===== src/rtl/cpu_pkg.sv =====
// cpu_pkg: shared constants for the MIPS32 core.
//   OP_J / OP_LW / OP_SW : primary opcodes (instr[31:26])
//   NOP_WORD             : instruction-memory fill word, treated as a bubble
//   PC_W_DEF             : default PC width in words (1024-entry imem)
package cpu_pkg;

   localparam logic [5:0]  OP_J     = 6'b000010;
   localparam logic [5:0]  OP_LW    = 6'b100011;
   localparam logic [5:0]  OP_SW    = 6'b101011;
   localparam logic [31:0] NOP_WORD = 32'hFFFF_FFFF;

   localparam int unsigned PC_W_DEF = 10;

   function automatic logic is_jump(input logic [31:0] instr);
      return instr[31:26] == OP_J;
   endfunction

endpackage


===== src/rtl/fetch_next_pc.sv =====
// fetch_next_pc: combinational next-PC selection and jump decode.
//   i_pc             : current PC (word address)
//   i_instr          : instruction word fetched at i_pc
//   i_stall          : hold the PC
//   i_redirect_valid : taken branch from execute
//   i_redirect_pc    : branch target (word address)
//   o_next_pc        : PC for the next cycle
//   o_pc_plus1       : i_pc + 1, modulo 2^PC_W
module fetch_next_pc
   import cpu_pkg::*;
#(
   parameter int unsigned PC_W = PC_W_DEF
) (
   input  logic [PC_W-1:0] i_pc,
   input  logic [31:0]     i_instr,
   input  logic            i_stall,
   input  logic            i_redirect_valid,
   input  logic [PC_W-1:0] i_redirect_pc,
   output logic [PC_W-1:0] o_next_pc,
   output logic [PC_W-1:0] o_pc_plus1
);

   logic [PC_W-1:0] w_jump_tgt;
   logic            w_unused_tgt;

   assign o_pc_plus1 = i_pc + {{(PC_W-1){1'b0}}, 1'b1};
   assign w_jump_tgt = i_instr[PC_W-1:0];
   // Jump target bits above the PC width are deliberately dropped.
   assign w_unused_tgt = ^i_instr[25:PC_W];

   // Priority: redirect > stall > jump > sequential.
   always_comb begin
      o_next_pc = o_pc_plus1;
      if (i_redirect_valid) begin
         o_next_pc = i_redirect_pc;
      end else if (i_stall) begin
         o_next_pc = i_pc;
      end else if (is_jump(i_instr)) begin
         o_next_pc = w_jump_tgt;
      end
   end

endmodule


===== src/rtl/fetch_stage.sv =====
// fetch_stage: instruction fetch with PC, IF/ID pipeline register and delivered-instruction
// counter. Jumps resolve here with no penalty; an execute redirect flushes IF/ID.
//   clk, reset_n        : clock, async active-low reset
//   imem_addr/imem_data : word address out, combinational instruction word in
//   stall               : hold PC, IF/ID and counter
//   redirect_valid/_pc  : taken branch and its target
//   ifid_*              : registered instruction, its PC, PC+1 and valid flag
//   fetch_count         : instructions delivered with ifid_valid=1 (wraps)
module fetch_stage
   import cpu_pkg::*;
#(
   parameter int unsigned PC_W     = PC_W_DEF,
   parameter int unsigned RESET_PC = 0
) (
   input  logic            clk,
   input  logic            reset_n,
   output logic [31:0]     imem_addr,
   input  logic [31:0]     imem_data,
   input  logic            stall,
   input  logic            redirect_valid,
   input  logic [PC_W-1:0] redirect_pc,
   output logic [31:0]     ifid_instr,
   output logic [PC_W-1:0] ifid_pc,
   output logic [PC_W-1:0] ifid_pc_plus1,
   output logic            ifid_valid,
   output logic [31:0]     fetch_count
);

   logic [PC_W-1:0] r_pc;
   logic [31:0]     r_instr;
   logic [PC_W-1:0] r_ifid_pc;
   logic [PC_W-1:0] r_ifid_pc_plus1;
   logic            r_valid;
   logic [31:0]     r_count;

   logic [PC_W-1:0] w_next_pc;
   logic [PC_W-1:0] w_pc_plus1;
   logic            w_load_ifid;
   logic            w_deliver;

   fetch_next_pc #(
      .PC_W (PC_W)
   ) u_next_pc (
      .i_pc             (r_pc),
      .i_instr          (imem_data),
      .i_stall          (stall),
      .i_redirect_valid (redirect_valid),
      .i_redirect_pc    (redirect_pc),
      .o_next_pc        (w_next_pc),
      .o_pc_plus1       (w_pc_plus1)
   );

   // Redirect overrides stall so the wrong-path word is squashed, not held.
   assign w_load_ifid = redirect_valid || !stall;
   assign w_deliver   = !redirect_valid && (imem_data != NOP_WORD);

   always_ff @(posedge clk or negedge reset_n) begin
      if (!reset_n) begin
         r_pc            <= PC_W'(RESET_PC);
         r_instr         <= NOP_WORD;
         r_ifid_pc       <= '0;
         r_ifid_pc_plus1 <= '0;
         r_valid         <= 1'b0;
         r_count         <= '0;
      end else begin
         r_pc <= w_next_pc;
         if (w_load_ifid) begin
            r_instr         <= imem_data;
            r_ifid_pc       <= r_pc;
            r_ifid_pc_plus1 <= w_pc_plus1;
            r_valid         <= w_deliver;
            if (w_deliver) begin
               r_count <= r_count + 32'd1;
            end
         end
      end
   end

   assign imem_addr     = {{(32-PC_W){1'b0}}, r_pc};
   assign ifid_instr    = r_instr;
   assign ifid_pc       = r_ifid_pc;
   assign ifid_pc_plus1 = r_ifid_pc_plus1;
   assign ifid_valid    = r_valid;
   assign fetch_count   = r_count;

endmodule

===== config.mk =====
export PLATFORM = sky130hd
export DESIGN_NAME = fetch_stage
export DESIGN_NICKNAME = d
export VERILOG_FILES = /design/src/rtl/cpu_pkg.sv /design/src/rtl/fetch_next_pc.sv /design/src/rtl/fetch_stage.sv
export SDC_FILE = /design/constraint.sdc
export NUM_CORES = 1
export LEC_CHECK = 0
export BUFFER_PORTS_ARGS = -buffer_cell sky130_fd_sc_hd__clkbuf_2
export CAP_MARGIN = 20
export CORE_ASPECT_RATIO = 1.1
export CORE_MARGIN = 4
export CORE_UTILIZATION = 45
export CTS_CLUSTER_SIZE = 12
export DETAILED_ROUTE_END_ITERATION = 10
export PLACE_DENSITY = 0.85
export SETUP_SLACK_MARGIN = 0.4
export SYNTH_ARGS = -nofsm -noshare
export SYNTH_HDL_FRONTEND = slang
export SYNTH_SLANG_ARGS = --single-unit
export TNS_END_PERCENT = 30

===== constraint.sdc =====
create_clock -name clk -period 1.7 [get_ports clk]
set_clock_uncertainty 0.05 [all_clocks]
set_input_delay 0.17 -clock clk [delete_from_list [all_inputs] [get_ports clk]]
set_output_delay 0.17 -clock clk [all_outputs]
set_load 0.05 [all_outputs]

### Word-level counts from Yosys, hierarchy flattened

Index checks and enable logic that the tools add are counted.

| cells by class | value |
|---|---|
| add/sub/neg operators | 2 |
| mux-type cells | 3 |
| equal/unequal tests | 3 |
| reductions and logical operators | 5 |

Operator list:

| operator | number |
|---|---|
| adder 32 x 1 -> 32 bit, second input constant | 1 |
| inequality test 32 bit, second input constant | 1 |
| 2-to-1 mux 10 bit | 3 |
| adder 10 x 1 -> 10 bit, second input constant | 1 |
| == test 6 x 2 -> 1 bit, second input constant | 1 |
| zero test 1 bit | 2 |
| inequality test 2 x 1 -> 1 bit, second input constant | 1 |
| AND reduction 2 bit | 1 |
| logical AND 1 bit | 1 |
| logical OR 1 bit | 1 |

| storage, ports and cells | value |
|---|---|
| bits of input ports | 46 |
| register bits | 95 |
| output and inout bits | 117 |
| word-level logic and storage cells | 19 |

### Logic depth before layout (Yosys ltp)

Gate-level depths: netlist (run 1).

| depth | value |
|---|---|
| depth in word-level cells | 4 |
| depth in mapped cells | 6 |
| gate-level depth less buffers | 6 |

### By module

A second synthesis (run 1) with hierarchy kept.

| unflattened totals | value |
|---|---|
| cells, all modules | 395 |
| area, all modules | 4707.0 um^2 |

Modules (own cells, without submodules):

| module | instances | seq. area each (um^2) | area each (um^2) | cells each |
|---|---|---|---|---|
| fetch_stage | 1 | 2417.3 | 4015.1 | 296 |
| fetch_next_pc | 1 | 0.0 | 691.9 | 99 |

### Worst setup path before layout (run 1)

Ideal clock, no wire load.

| timing path | value |
|---|---|
| path type | register -> register |
| start point | register r_count[8] (netlist: fetch_count[8]) |
| end point | register r_count[26] (netlist: fetch_count[26]) |
| data required time | 1.509 ns |
| period minus slack after synthesis | 2.019 ns |
| stages on the path, launching flop included | 6 |
| arrival | 1.829 ns |
| library setup time | 0.141 ns |
| slack | -0.319 ns |
| path buffers | 0 |
| path through | dfrtp_1 -> and4_1 -> nand4_1 -> a2111oi_4 -> nand4_1 -> xnor2_1 |

| between the ends | value |
|---|---|
| word-level cells in the longest chain between the ends | 1 |

Ends and longest elaborated chain:

| item | line | RTL |
|---|---|---|
| start: declaration | fetch_stage.sv:34 | `logic [31:0] r_count;` |
| start signal: assignment | fetch_stage.sv:73 | `r_count <= r_count + 32'd1;` |
| adder 32 x 1 -> 32 bit | fetch_stage.sv:73 |  |

No other way between the ends.
A chain may end at the register's enable or synchronous reset.

### Worst setup path in the final report (run 1)

| timing path | value |
|---|---|
| start point | register r_count[8] (netlist: fetch_count[8]) |
| end point | register r_count[28] (netlist: fetch_count[28]) |

Same word-level chain as after synthesis.

==> results of run 1 <==
[final timing paths]
check	from	end	slack (ns)	cells past startpoint
min reg2reg	ifid_instr[19]	ifid_instr[19]	0.43	2
max	fetch_count[8]	fetch_count[28]	0.01	6
max in group asynchronous	reset_n	ifid_instr[7]	0.72	3
min in group asynchronous	reset_n	fetch_count[21]	0.24	2
min	redirect_pc[4]	r_pc[4]	0.02	3
max reg2reg	fetch_count[8]	fetch_count[28]	0.01	6
[report_power, final]
group	total (uW)	internal [uW]	switching, uW
logic	2660	1040	1630
registers	2780	2560	223
clock network	1570	727	846
[through the flow]
step	setup WS (ns)	cells	setup TNS, ns	instance area (um2)
floorplan	-0.1440	485	-1.118	4747
global placement	0.008372	751	0	5741
detailed placement	-0.02565	751	-0.04563	5741
CTS	0.02415	808	0	6464
global route	-0.06109	824	-0.1541	7480
finish	0.01009	824	0	7480
[timing repair]
item / CTS / global route
setup buffers: 13 / 16
pin swaps: 23 / 47
endpoints found under the hold margin: 44 / 0
setup endpoints to repair: 107 / 121
hold buffers: 28 / 0
gates resized for setup: 29 / 381
[cell families after synthesis]
group,synth area share (%)
AND/OR/NAND/NOR,23.68
flip-flops,53.52
buffers and inverters,6.066
AO/OA/AOI/OAI,6.122
XOR/XNOR,7.562
multiplexers,2.410
adder cells (fa/ha/maj),0.5539
other,0.08302
[worst max-delay path, delay by kind of cell (launching register included)]
| family | cells | cell delay (ns) |
|---|---|---|
| and+or+nand+nor | 3 | 0.48 |
| DFF | 1 | 0.38 |
| buffers and inverters | 1 | 0.19 |
| xor gates and xnor gates | 1 | 0.20 |
| AOI/OAI and AO/OA | 1 | 0.30 |
[state kept, by name, summed over array words and instances, names as in the netlist]
register and cells:
fetch_count 32, ifid_pc_plus1 10, r_pc 10, ifid_pc 10
ifid_valid 1, ifid_instr 32
[cells in the mapped netlist]
cell type and n:
sky130_fd_sc_hd__mux2i_1 3, sky130_fd_sc_hd__a211oi_2 1, sky130_fd_sc_hd__nor2b_1 4, sky130_fd_sc_hd__nand2_1 149, sky130_fd_sc_hd__o31ai_1 1, sky130_fd_sc_hd__dfstp_2 32, sky130_fd_sc_hd__and3_1 11, sky130_fd_sc_hd__nor4_4 2
sky130_fd_sc_hd__nor3_1 5, sky130_fd_sc_hd__inv_1 5, sky130_fd_sc_hd__buf_1 1, sky130_fd_sc_hd__nand3_2 1, sky130_fd_sc_hd__a21o_1 2, sky130_fd_sc_hd__a2111oi_4 1, sky130_fd_sc_hd__a211o_1 1, sky130_fd_sc_hd__clkbuf_1 12
sky130_fd_sc_hd__a21boi_2 1, sky130_fd_sc_hd__o21ai_0 12, sky130_fd_sc_hd__nand3_1 17, sky130_fd_sc_hd__dfrtp_1 63, sky130_fd_sc_hd__conb_1 1, sky130_fd_sc_hd__mux2_2 7, sky130_fd_sc_hd__buf_2 6, sky130_fd_sc_hd__a2111o_1 1
sky130_fd_sc_hd__a41o_1 1, sky130_fd_sc_hd__ha_1 2, sky130_fd_sc_hd__nand2b_1 1, sky130_fd_sc_hd__a21oi_1 13, sky130_fd_sc_hd__buf_6 1, sky130_fd_sc_hd__and4_1 8, sky130_fd_sc_hd__nor2_1 9, sky130_fd_sc_hd__and2_1 2
sky130_fd_sc_hd__buf_4 22, sky130_fd_sc_hd__nor4_2 1, sky130_fd_sc_hd__xor2_1 7, sky130_fd_sc_hd__xnor2_1 32, sky130_fd_sc_hd__nand4_1 19, sky130_fd_sc_hd__o22ai_1 5, sky130_fd_sc_hd__a221oi_1 1, sky130_fd_sc_hd__o211ai_1 1
[area by class of cell]
type | count | area [um2]
Inverter | 5 | 18.77
Clock buffer | 10 | 137.6
Timing Repair Buffer | 245 | 2326
Tap cell | 120 | 150.1
Sequential cell | 95 | 2457
Clock inverter | 6 | 67.56
Multi-Input combinational cell | 343 | 2322
Fill cell | 612 | 2362
[per-layer routing]
| layer | vias up | track usage (%) | share of wire [%] |
|---|---|---|---|
| met2 | 186 | 38.22 | 54 |
| met5 | - | 0 | 0 |
| li1 | 1973 | - | - |
| met3 | 40 | 5.762 | 5.8 |
| met4 | 0 | 9.309 | 3.4 |
| met1 | 2169 | 26.80 | 37 |
==> metrics.log, run 1 <==
[metrics] Finished Core Util: 76.00%
[metrics] share of the yosys chip area belonging to registers: 53.52%
[metrics] hold_ws: 0.02406 ns
[metrics] Synth Warn #: 0
[metrics] static leakage power: 0.003581 uW
[metrics] vias in the first global route: 4221
[metrics] wire length of the first global-routing pass: 21000 um
[metrics] final critical-path share of the clock period: 99.41%
[metrics] biggest area consumer among synthesized cells: sky130_fd_sc_hd__dfrtp_1
[metrics] total standard cell area after synthesis: 4517 um2
[metrics] number of placed I/O pins: 163
[metrics] crit-path cells: and4_4 -> nand4_1 -> a2111oi_4 -> buf_4 -> nand3_1 -> xnor2_1
[metrics] Placer Congestion: 0.8805
[metrics] top-area cell type share of the netlist area: 34.90%
[metrics] power density cells: 937.9 nW/um2
[metrics] clock tree from TritonCTS: done
[metrics] outcome: complete, no violations
[metrics] IR drop worst, VDD: 0.9100 mV
[metrics] crit path kind: flip-flop to flip-flop
[metrics] total clock sinks: 95
[metrics] max_cap viols: 0
[metrics] critical path peak fanout: 6
[metrics] DRC: 0
[metrics] Max Freq: 0.5917 GHz
[metrics] Seq cells post-synth: 95
[metrics] crit path DAT: 1.92 ns
[metrics] RSZ-0062 raised after global routing: yes
[metrics] Overall Global Routing Usage: 22.25%
[metrics] largest net degree at the start of global routing: 39
[metrics] minimum clock period after layout: 1.690 ns
[metrics] HPWL after detailed placement: 9284 um
[metrics] most common library cell in the layout ignoring fill and taps: sky130_fd_sc_hd__nand2_1
[metrics] residual overflow from global routing: 0
[metrics] CP Launch Type: flip-flop
[metrics] count of standard-cell rows: 38
[metrics] router iterations before antenna repair: 5
[metrics] # diodes: 0
[metrics] number of buffers created by CTS: 9
[metrics] Gate Count Post-Synth: 464
[metrics] most frequent cells in the layout: sky130_fd_sc_hd__nand2_1 (143), sky130_fd_sc_hd__clkbuf_2 (60), sky130_fd_sc_hd__buf_4 (54)
[metrics] synthesis-to-finish area growth: 65.60%
[metrics] DIE AREA: 11710 um2
[metrics] Antenna Violating Nets Remaining: 0
[metrics] die span in x: 103.5 um
[metrics] final total power: 7015 uW
[metrics] total vias in the final route: 4368
[metrics] y dimension of the die: 113.1 um
[metrics] Final Hold Fails: 0
[metrics] Final setup violation count: 0
[metrics] port buffer count: 140
[metrics] maximum cell stage delay along the critical path: 0.38 ns
[metrics] CP Data Required Time: 1.93 ns
[metrics] effective utilization at floorplan: 45.89%
[metrics] library cells used by synthesis: 40
[metrics] clock tree buffer depth: 2
[metrics] clock latency of the later-clocked register in the worst-skew pair: 0.36 ns
[metrics] top area cells in the synthesized netlist: sky130_fd_sc_hd__dfrtp_1 (35%), sky130_fd_sc_hd__dfstp_2 (19%), sky130_fd_sc_hd__nand2_1 (12%)
[metrics] routed wire length: 15370 um
[metrics] Tightest Hold Check Type: input port to flip-flop
[metrics] Reg clk slew, reported paths: 0.09 ns
[metrics] Root Driver: sky130_fd_sc_hd__clkbuf_8
[metrics] number of antenna violations at the first check in global routing: 0
[metrics] Critical Path Slowest Stage Cell: sky130_fd_sc_hd__dfrtp_2
[metrics] detailed-route wire length per cell: 18.65 um
[metrics] max-slew violation count: 0
[metrics] kind of end point of the critical path: flip-flop
[metrics] final layout net count: 747
[metrics] placeable core region: 9842 um2
[metrics] ratio of routed vias to standard cells: 5.301
[metrics] per-instance average area after synthesis: 9.735 um2
[metrics] H-tree lvl count: 3
[metrics] Starting DRT DRC Count: 216
[metrics] share of cells above drive strength 1: 52.41%
(Power assumes the default switching activity.)
==> run 2, diff against run 1 <==
--- a/config.mk
+++ b/config.mk
@@ -13,6 +13,7 @@
 export CTS_CLUSTER_SIZE = 12
 export DETAILED_ROUTE_END_ITERATION = 10
 export PLACE_DENSITY = 0.85
+export REMOVE_ABC_BUFFERS = 1
 export SETUP_SLACK_MARGIN = 0.4
 export SYNTH_ARGS = -nofsm -noshare
 export SYNTH_HDL_FRONTEND = slang
==> metrics.log, run 2 (synthesis results as in run 1) <==
[metrics] internal power component: 4682 uW (+8.4%)
[metrics] clock tree buffer depth: 2 (unchanged)
[metrics] crit path DAT: 2.01 ns (+0.09 ns)
[metrics] # diodes: 0 (unchanged)
[metrics] beginning of the worst register-to-register path: fetch_count[11]
[metrics] total placed instance area: 5584 um2 (-2.7%)
[metrics] Sw Pwr: 2731 uW (+1.4%)
[metrics] number of placed I/O pins: 163 (unchanged)
[metrics] count of standard-cell rows: 38 (unchanged)
[metrics] DIE AREA: 11710 um2 (unchanged)
[metrics] kind of end point of the critical path: flip-flop
[metrics] CP Data Required Time: 1.92 ns (about the same)
[metrics] die span in x: 103.5 um (unchanged)
[metrics] startpoint of the tightest hold check path: redirect_pc[1]
[metrics] y dimension of the die: 113.1 um (unchanged)
[metrics] Critical Path Slowest Stage Cell: sky130_fd_sc_hd__dfrtp_1
[metrics] clock latency of the later-clocked register in the worst-skew pair: 0.37 ns (about the same)
[metrics] power density cells: 938.8 nW/um2 (about the same)
[metrics] most frequent cells in the layout: sky130_fd_sc_hd__nand2_1 (142), sky130_fd_sc_hd__dfrtp_1 (59), sky130_fd_sc_hd__clkbuf_2 (59)
[metrics] Antenna Violating Nets Remaining: 0 (unchanged)
[metrics] maximum cell stage delay along the critical path: 0.41 ns (+0.03 ns)
[metrics] number of buffers created by CTS: 9 (unchanged)
[metrics] static leakage power: 0.003863 uW (+7.9%)
[metrics] Post-Layout Inst Area: 7898 um2 (+5.6%)
[metrics] reg2reg end: fetch_count[28]
[metrics] placeable core region: 9842 um2 (unchanged)
[metrics] max-slew violation count: 0 (unchanged)
[metrics] most common library cell in the layout ignoring fill and taps: sky130_fd_sc_hd__nand2_1
[metrics] Reg clk slew, reported paths: 0.10 ns (about the same)
[metrics] Max Freq: 0.5591 GHz (-5.5%)
[metrics] share of cells above drive strength 1: 49.66% (-2.8 points)
[metrics] router iterations before antenna repair: 5 (unchanged)
[metrics] portion of total power attributed to combinational logic: 37.2% (-0.8 points)
[metrics] DRC: 0 (unchanged)
[metrics] worst reg2reg setup slack: -0.09 ns (-0.10 ns)
[metrics] minimum clock period after layout: 1.789 ns (+0.09880 ns)
[metrics] crit-path cells: and4_4 -> nand4_1 -> a2111oi_4 -> buf_4 -> nand3_2 -> xnor2_1
[metrics] ratio of routed vias to standard cells: 5.421 (+2.3%)
[metrics] IR drop worst, VDD: 1.023 mV (+12%)
[metrics] synthesis-to-finish area growth: 74.85%
[metrics] Starting DRT DRC Count: 328 (+52%)
[metrics] port buffer count: 140 (unchanged)
[metrics] Endpoint, Worst Hold: r_pc[1]
[metrics] total clock sinks: 95 (unchanged)
[metrics] detailed-route wire length per cell: 20.27 um (+8.7%)
[metrics] clock group share of total power: 25.6% (+3.2 points)
[metrics] net switching share of the total power: 36.84% (-1.6 points)
[metrics] final worst-path setup slack: -0.08871 ns (-0.09880 ns)
[metrics] clock tree from TritonCTS: done
[metrics] RSZ-0062 raised after global routing: yes
[metrics] Post-Place Setup Slack: -0.04784 ns (-0.02219 ns)
[metrics] total vias in the final route: 4581 (+4.9%)
[metrics] CP Launch Type: flip-flop
[metrics] Tightest Hold Check Type: input port to flip-flop
[metrics] wire length of the first global-routing pass: 22080 um (+5.2%)
[metrics] number of antenna violations at the first check in global routing: 0 (unchanged)
[metrics] HPWL after detailed placement: 8817 um (-5.0%)
[metrics] largest net degree at the start of global routing: 38 (-2.6%)
[metrics] Placer Congestion: 0.8468 (-3.8%)
[metrics] effective utilization at floorplan: 45.89% (unchanged)
[metrics] critical path peak fanout: 6 (unchanged)
[metrics] cell family with the largest share of critical-path delay: simple AND/OR/NAND/NOR gates
[metrics] crit path kind: flip-flop to flip-flop
[metrics] routed wire length: 17130 um (+11%)
[metrics] Overall Global Routing Usage: 23.25% (+1.0 points)
[metrics] Final Hold Fails: 0 (unchanged)
[metrics] failing checks: setup timing
[metrics] residual overflow from global routing: 0 (unchanged)
[metrics] final layout net count: 768 (+2.8%)
[metrics] Root Driver: sky130_fd_sc_hd__clkbuf_8
[metrics] vias in the first global route: 4493 (+6.4%)
[metrics] total stage count of the critical path: 6 (unchanged)
[metrics] Flop pwr share: 37.2% (-2.4 points)
[metrics] cell count of the worst reg-to-reg path: 6 (unchanged)
[metrics] final critical-path share of the clock period: 105.2% (+5.8 points)
[metrics] H-tree lvl count: 3 (unchanged)
[metrics] Buf+Inv Stages, Crit Path: 1 (unchanged)
[metrics] max_cap viols: 0 (unchanged)
[metrics] hold depth: 2 (-1)
[metrics] Final setup violation count: 5 (+5)
[metrics] outcome: finished, violations left
run 2: cell types whose count changed in the layout (fill, tap and decap cells not counted), sizes merged:
cell,delta
buf,+11
dlygate4sd3,+10
bufinv,+2
clkbuf,+1
clkinv,-1
clkinvlp,-1
inv,-1
run 2: area by class of cell:
class | count | area, um2
fill | 518 | 1944
inverter | 5 | 18.77
multi-input combinational | 343 | 2391
tap | 120 | 150.1
clock buffer | 11 | 151.4
clock inverter | 5 | 103.9
timing repair buffer | 266 | 2660
sequential | 95 | 2422
run 2: through the flow:
step / hold WS (ns) / total power, uW / cells / util [%] / TNS (ns)
after floorplan: -0.1756 / 4018 / 443 / - / -36.55
after global placement: 0.1001 / 4629 / 747 / 56.74 / -0.02194
after detailed placement: 0.1037 / 4686 / 747 / 56.74 / -0.09801
after CTS: 0.005422 / 6747 / 825 / 68.07 / 0
after global routing: 0.01864 / 7661 / 845 / 80.24 / -0.5672
final: 0.02580 / 7414 / 845 / 80.24 / -0.2574
run 2: power by group through the flow:
stage          logic (uW)  registers [uW]  clock network, uW
2_1_floorplan         439            3580                  0
5_1_grt              2880            2780               2010
6_report             2760            2760               1900
3_3_place_gp         1930            2700                  0
3_5_place_dp         1970            2720                  0
4_1_cts              2190            2690               1880
run 2: how the worst max path moves through the flow:
stage               slack (ns)          endpoint       startpoint
floorplan                -0.77  ifid_pc_plus1[2]   redirect_valid
global placement         -0.02   fetch_count[26]   redirect_valid
detailed placement       -0.05   fetch_count[26]  fetch_count[10]
CTS                       0.08   fetch_count[31]  fetch_count[15]
global route             -0.12   fetch_count[20]  fetch_count[11]
finish                   -0.09   fetch_count[28]  fetch_count[11]
run 2: per-layer routing:
layer	global-route usage [%]	wire, um
met4	8.865	640
met2	41.27	9338
met3	5.762	1031
met5	0	0
met1	27.37	6120
run 2: repair_timing:
item,4_1_cts,5_1_grt
cloned,1,0
gates resized for setup,63,408
pin swaps,35,51
endpoints found under the setup margin,108,121
setup buffers,23,20
hold buffers,38,0
endpoints found under the hold margin,62,0
==> run 3, diff against run 2 <==
--- a/config.mk
+++ b/config.mk
@@ -8,11 +8,11 @@
 export BUFFER_PORTS_ARGS = -buffer_cell sky130_fd_sc_hd__clkbuf_2
 export CAP_MARGIN = 20
 export CORE_ASPECT_RATIO = 1.1
-export CORE_MARGIN = 4
+export CORE_MARGIN = 2
 export CORE_UTILIZATION = 45
 export CTS_CLUSTER_SIZE = 12
 export DETAILED_ROUTE_END_ITERATION = 10
-export PLACE_DENSITY = 0.85
+export PLACE_DENSITY = 0.76
 export REMOVE_ABC_BUFFERS = 1
 export SETUP_SLACK_MARGIN = 0.4
 export SYNTH_ARGS = -nofsm -noshare
==> metrics.log, run 3 (synthesis results as in run 1) <==
[metrics] outcome: complete, no violations
[metrics] HPWL after detailed placement: 8642 um (-2.0%)
[metrics] Tightest Hold Check Type: input port to flip-flop
[metrics] number of buffers created by CTS: 9 (unchanged)
[metrics] router iterations before antenna repair: 4 (-1)
[metrics] vias in the first global route: 4282 (-4.7%)
[metrics] final critical-path share of the clock period: 99.05% (-6.2 points)
[metrics] Starting DRT DRC Count: 230 (-30%)
[metrics] final worst-path setup slack: 0.01623 ns (+0.1049 ns)
[metrics] ratio of routed vias to standard cells: 5.322 (-1.8%)
[metrics] number of standard cells in the final layout excluding fillers: 830 (-1.8%)
[metrics] Post-Place Setup Slack: -0.07629 ns (-0.02845 ns)
[metrics] final layout net count: 753 (-2.0%)
[metrics] # diodes: 0 (unchanged)
[metrics] met3 track demand over resource in global routing: 4.615% (-1.1 points)
[metrics] GRT busiest layer: met2
[metrics] Final Hold Fails: 0 (unchanged)
[metrics] count of standard-cell rows: 38 (unchanged)
[metrics] residual overflow from global routing: 0 (unchanged)
[metrics] most common library cell in the layout ignoring fill and taps: sky130_fd_sc_hd__nand2_1
[metrics] Overall Global Routing Usage: 24.06% (+0.82 points)
[metrics] DIE AREA: 10860 um2 (-7.3%)
[metrics] effective utilization at floorplan: 45.89% (unchanged)
[metrics] crit path DAT: 1.88 ns (-0.13 ns)
[metrics] max_cap viols: 0 (unchanged)
[metrics] met1 global-route usage: 28.90% (+1.5 points)
[metrics] total clock sinks: 95 (unchanged)
[metrics] routed wire length: 15240 um (-11%)
[metrics] kind of end point of the critical path: flip-flop
[metrics] total vias in the final route: 4417 (-3.6%)
[metrics] minimum clock period after layout: 1.684 ns (-0.1049 ns)
[metrics] M2 GR Usage: 42.52% (+1.2 points)
[metrics] Placer Congestion: 0.9094 (+7.4%)
[metrics] Finished Core Util: 76.76% (-3.5 points)
[metrics] clock latency of the later-clocked register in the worst-skew pair: 0.36 ns (about the same)
[metrics] RSZ-0062 raised after global routing: yes
[metrics] critical path peak fanout: 6 (unchanged)
[metrics] final total power: 7047 uW (-4.9%)
[metrics] max-slew violation count: 0 (unchanged)
[metrics] CP Data Required Time: 1.90 ns (-0.02 ns)
[metrics] detailed-route wire length per cell: 18.36 um (-9.4%)
[metrics] y dimension of the die: 109.1 um (-3.5%)
[metrics] count of placed standard cells including taps: 749 (+0.27%)
[metrics] Final setup violation count: 0 (-5)
[metrics] clock tree buffer depth: 2 (unchanged)
[metrics] Max Freq: 0.5939 GHz (+6.2%)
[metrics] power density cells: 932.8 nW/um2 (-0.63%)
[metrics] CP Launch Type: flip-flop
[metrics] static leakage power: 0.003684 uW (-4.6%)
[metrics] port buffer count: 140 (unchanged)
[metrics] crit path kind: flip-flop to flip-flop
[metrics] largest net degree at the start of global routing: 38 (unchanged)
[metrics] clock tree from TritonCTS: done
[metrics] share of cells above drive strength 1: 47.32% (-2.3 points)
[metrics] wire length of the first global-routing pass: 20740 um (-6.1%)
[metrics] number of antenna violations at the first check in global routing: 0 (unchanged)
[metrics] number of placed I/O pins: 163 (unchanged)
[metrics] die span in x: 99.53 um (-3.9%)
[metrics] Root Driver: sky130_fd_sc_hd__clkbuf_8
[metrics] most frequent cells in the layout: sky130_fd_sc_hd__nand2_1 (142), sky130_fd_sc_hd__dfrtp_1 (60), sky130_fd_sc_hd__clkbuf_2 (59)
[metrics] IR drop worst, VDD: 0.9612 mV (-6.0%)
[metrics] H-tree lvl count: 3 (unchanged)
[metrics] Antenna Violating Nets Remaining: 0 (unchanged)
[metrics] DRC: 0 (unchanged)
[metrics] Reg clk slew, reported paths: 0.09 ns (about the same)
[metrics] placeable core region: 9842 um2 (unchanged)
[metrics] synthesis-to-finish area growth: 67.26%
==> run 3: cell types whose count changed in the layout (fill, tap and decap cells not counted), sizes merged <==
cell / change
buf: -9
clkinvlp: +1
clkinv: +1
bufinv: -2
clkbuf: -6
==> run 3: worst max-delay path, stage by stage, from the launching register on <==
cell                       delay (ns)
sky130_fd_sc_hd__dfrtp_1         0.38
sky130_fd_sc_hd__and3_4          0.19
sky130_fd_sc_hd__nand4_1         0.16
sky130_fd_sc_hd__buf_4           0.19
sky130_fd_sc_hd__a211oi_2        0.13
sky130_fd_sc_hd__buf_4           0.20
sky130_fd_sc_hd__nand4_1         0.13
sky130_fd_sc_hd__xnor2_1         0.15
==> run 3: what timing repair did <==
action | CTS | global route
hold buffers | 37 | 1
setup buffers | 22 | 5
endpoints found under the setup margin | 108 | 120
endpoints found under the hold margin | 62 | 1
resized for setup | 42 | 409
pin swaps | 25 | 45
==> run 3: area by class of cell <==
type | instances | area [um2]
clock buffers | 11 | 151.4
clock inverters | 5 | 56.30
fillers | 579 | 2287
inverters | 5 | 18.77
multi-input cells | 343 | 2305
flip-flops and latches | 95 | 2421
well taps | 120 | 150.1
repair buffers | 251 | 2452
==> run 3: path summary, 6_finish.rpt <==
check / from / end / slack [ns] / cells past startpoint
worst max-delay path: fetch_count[14] / fetch_count[31] / 0.02 / 7
worst min-delay path: redirect_pc[8] / r_pc[8] / 0.03 / 3
worst max register to register: fetch_count[14] / fetch_count[31] / 0.02 / 7
worst min register to register: ifid_instr[28] / ifid_instr[28] / 0.42 / 2
max in group asynchronous: reset_n / ifid_instr[25] / 0.69 / 3
min in group asynchronous: reset_n / fetch_count[3] / 0.24 / 2
==> run 3: metal layers <==
layer	routed length, um	vias to the layer above
met2	8272	185
met4	503	0
met5	0	-
met1	5521	2195
li1	-	1992
met3	943	45
==> run 3: metrics by stage <==
stage / TNS, ns / hold WS (ns) / area (um2)
6_report: 0 / 0.02633 / 7555
3_3_place_gp: -0.2601 / 0.1107 / 5587
5_1_grt: -0.4565 / 0.02767 / 7555
4_1_cts: 0 / 0.0005168 / 6509
3_5_place_dp: -0.3660 / 0.1180 / 5587
2_1_floorplan: -36.55 / -0.1756 / 4340
==> run 3: report_power, final <==
| group | internal (uW) | switching, uW | leakage [uW] | total, uW |
|---|---|---|---|---|
| registers | 2540 | 199 | 0.00114 | 2740 |
| logic | 1080 | 1650 | 0.00244 | 2730 |
| clock network | 759 | 817 | 0.000105 | 1580 |
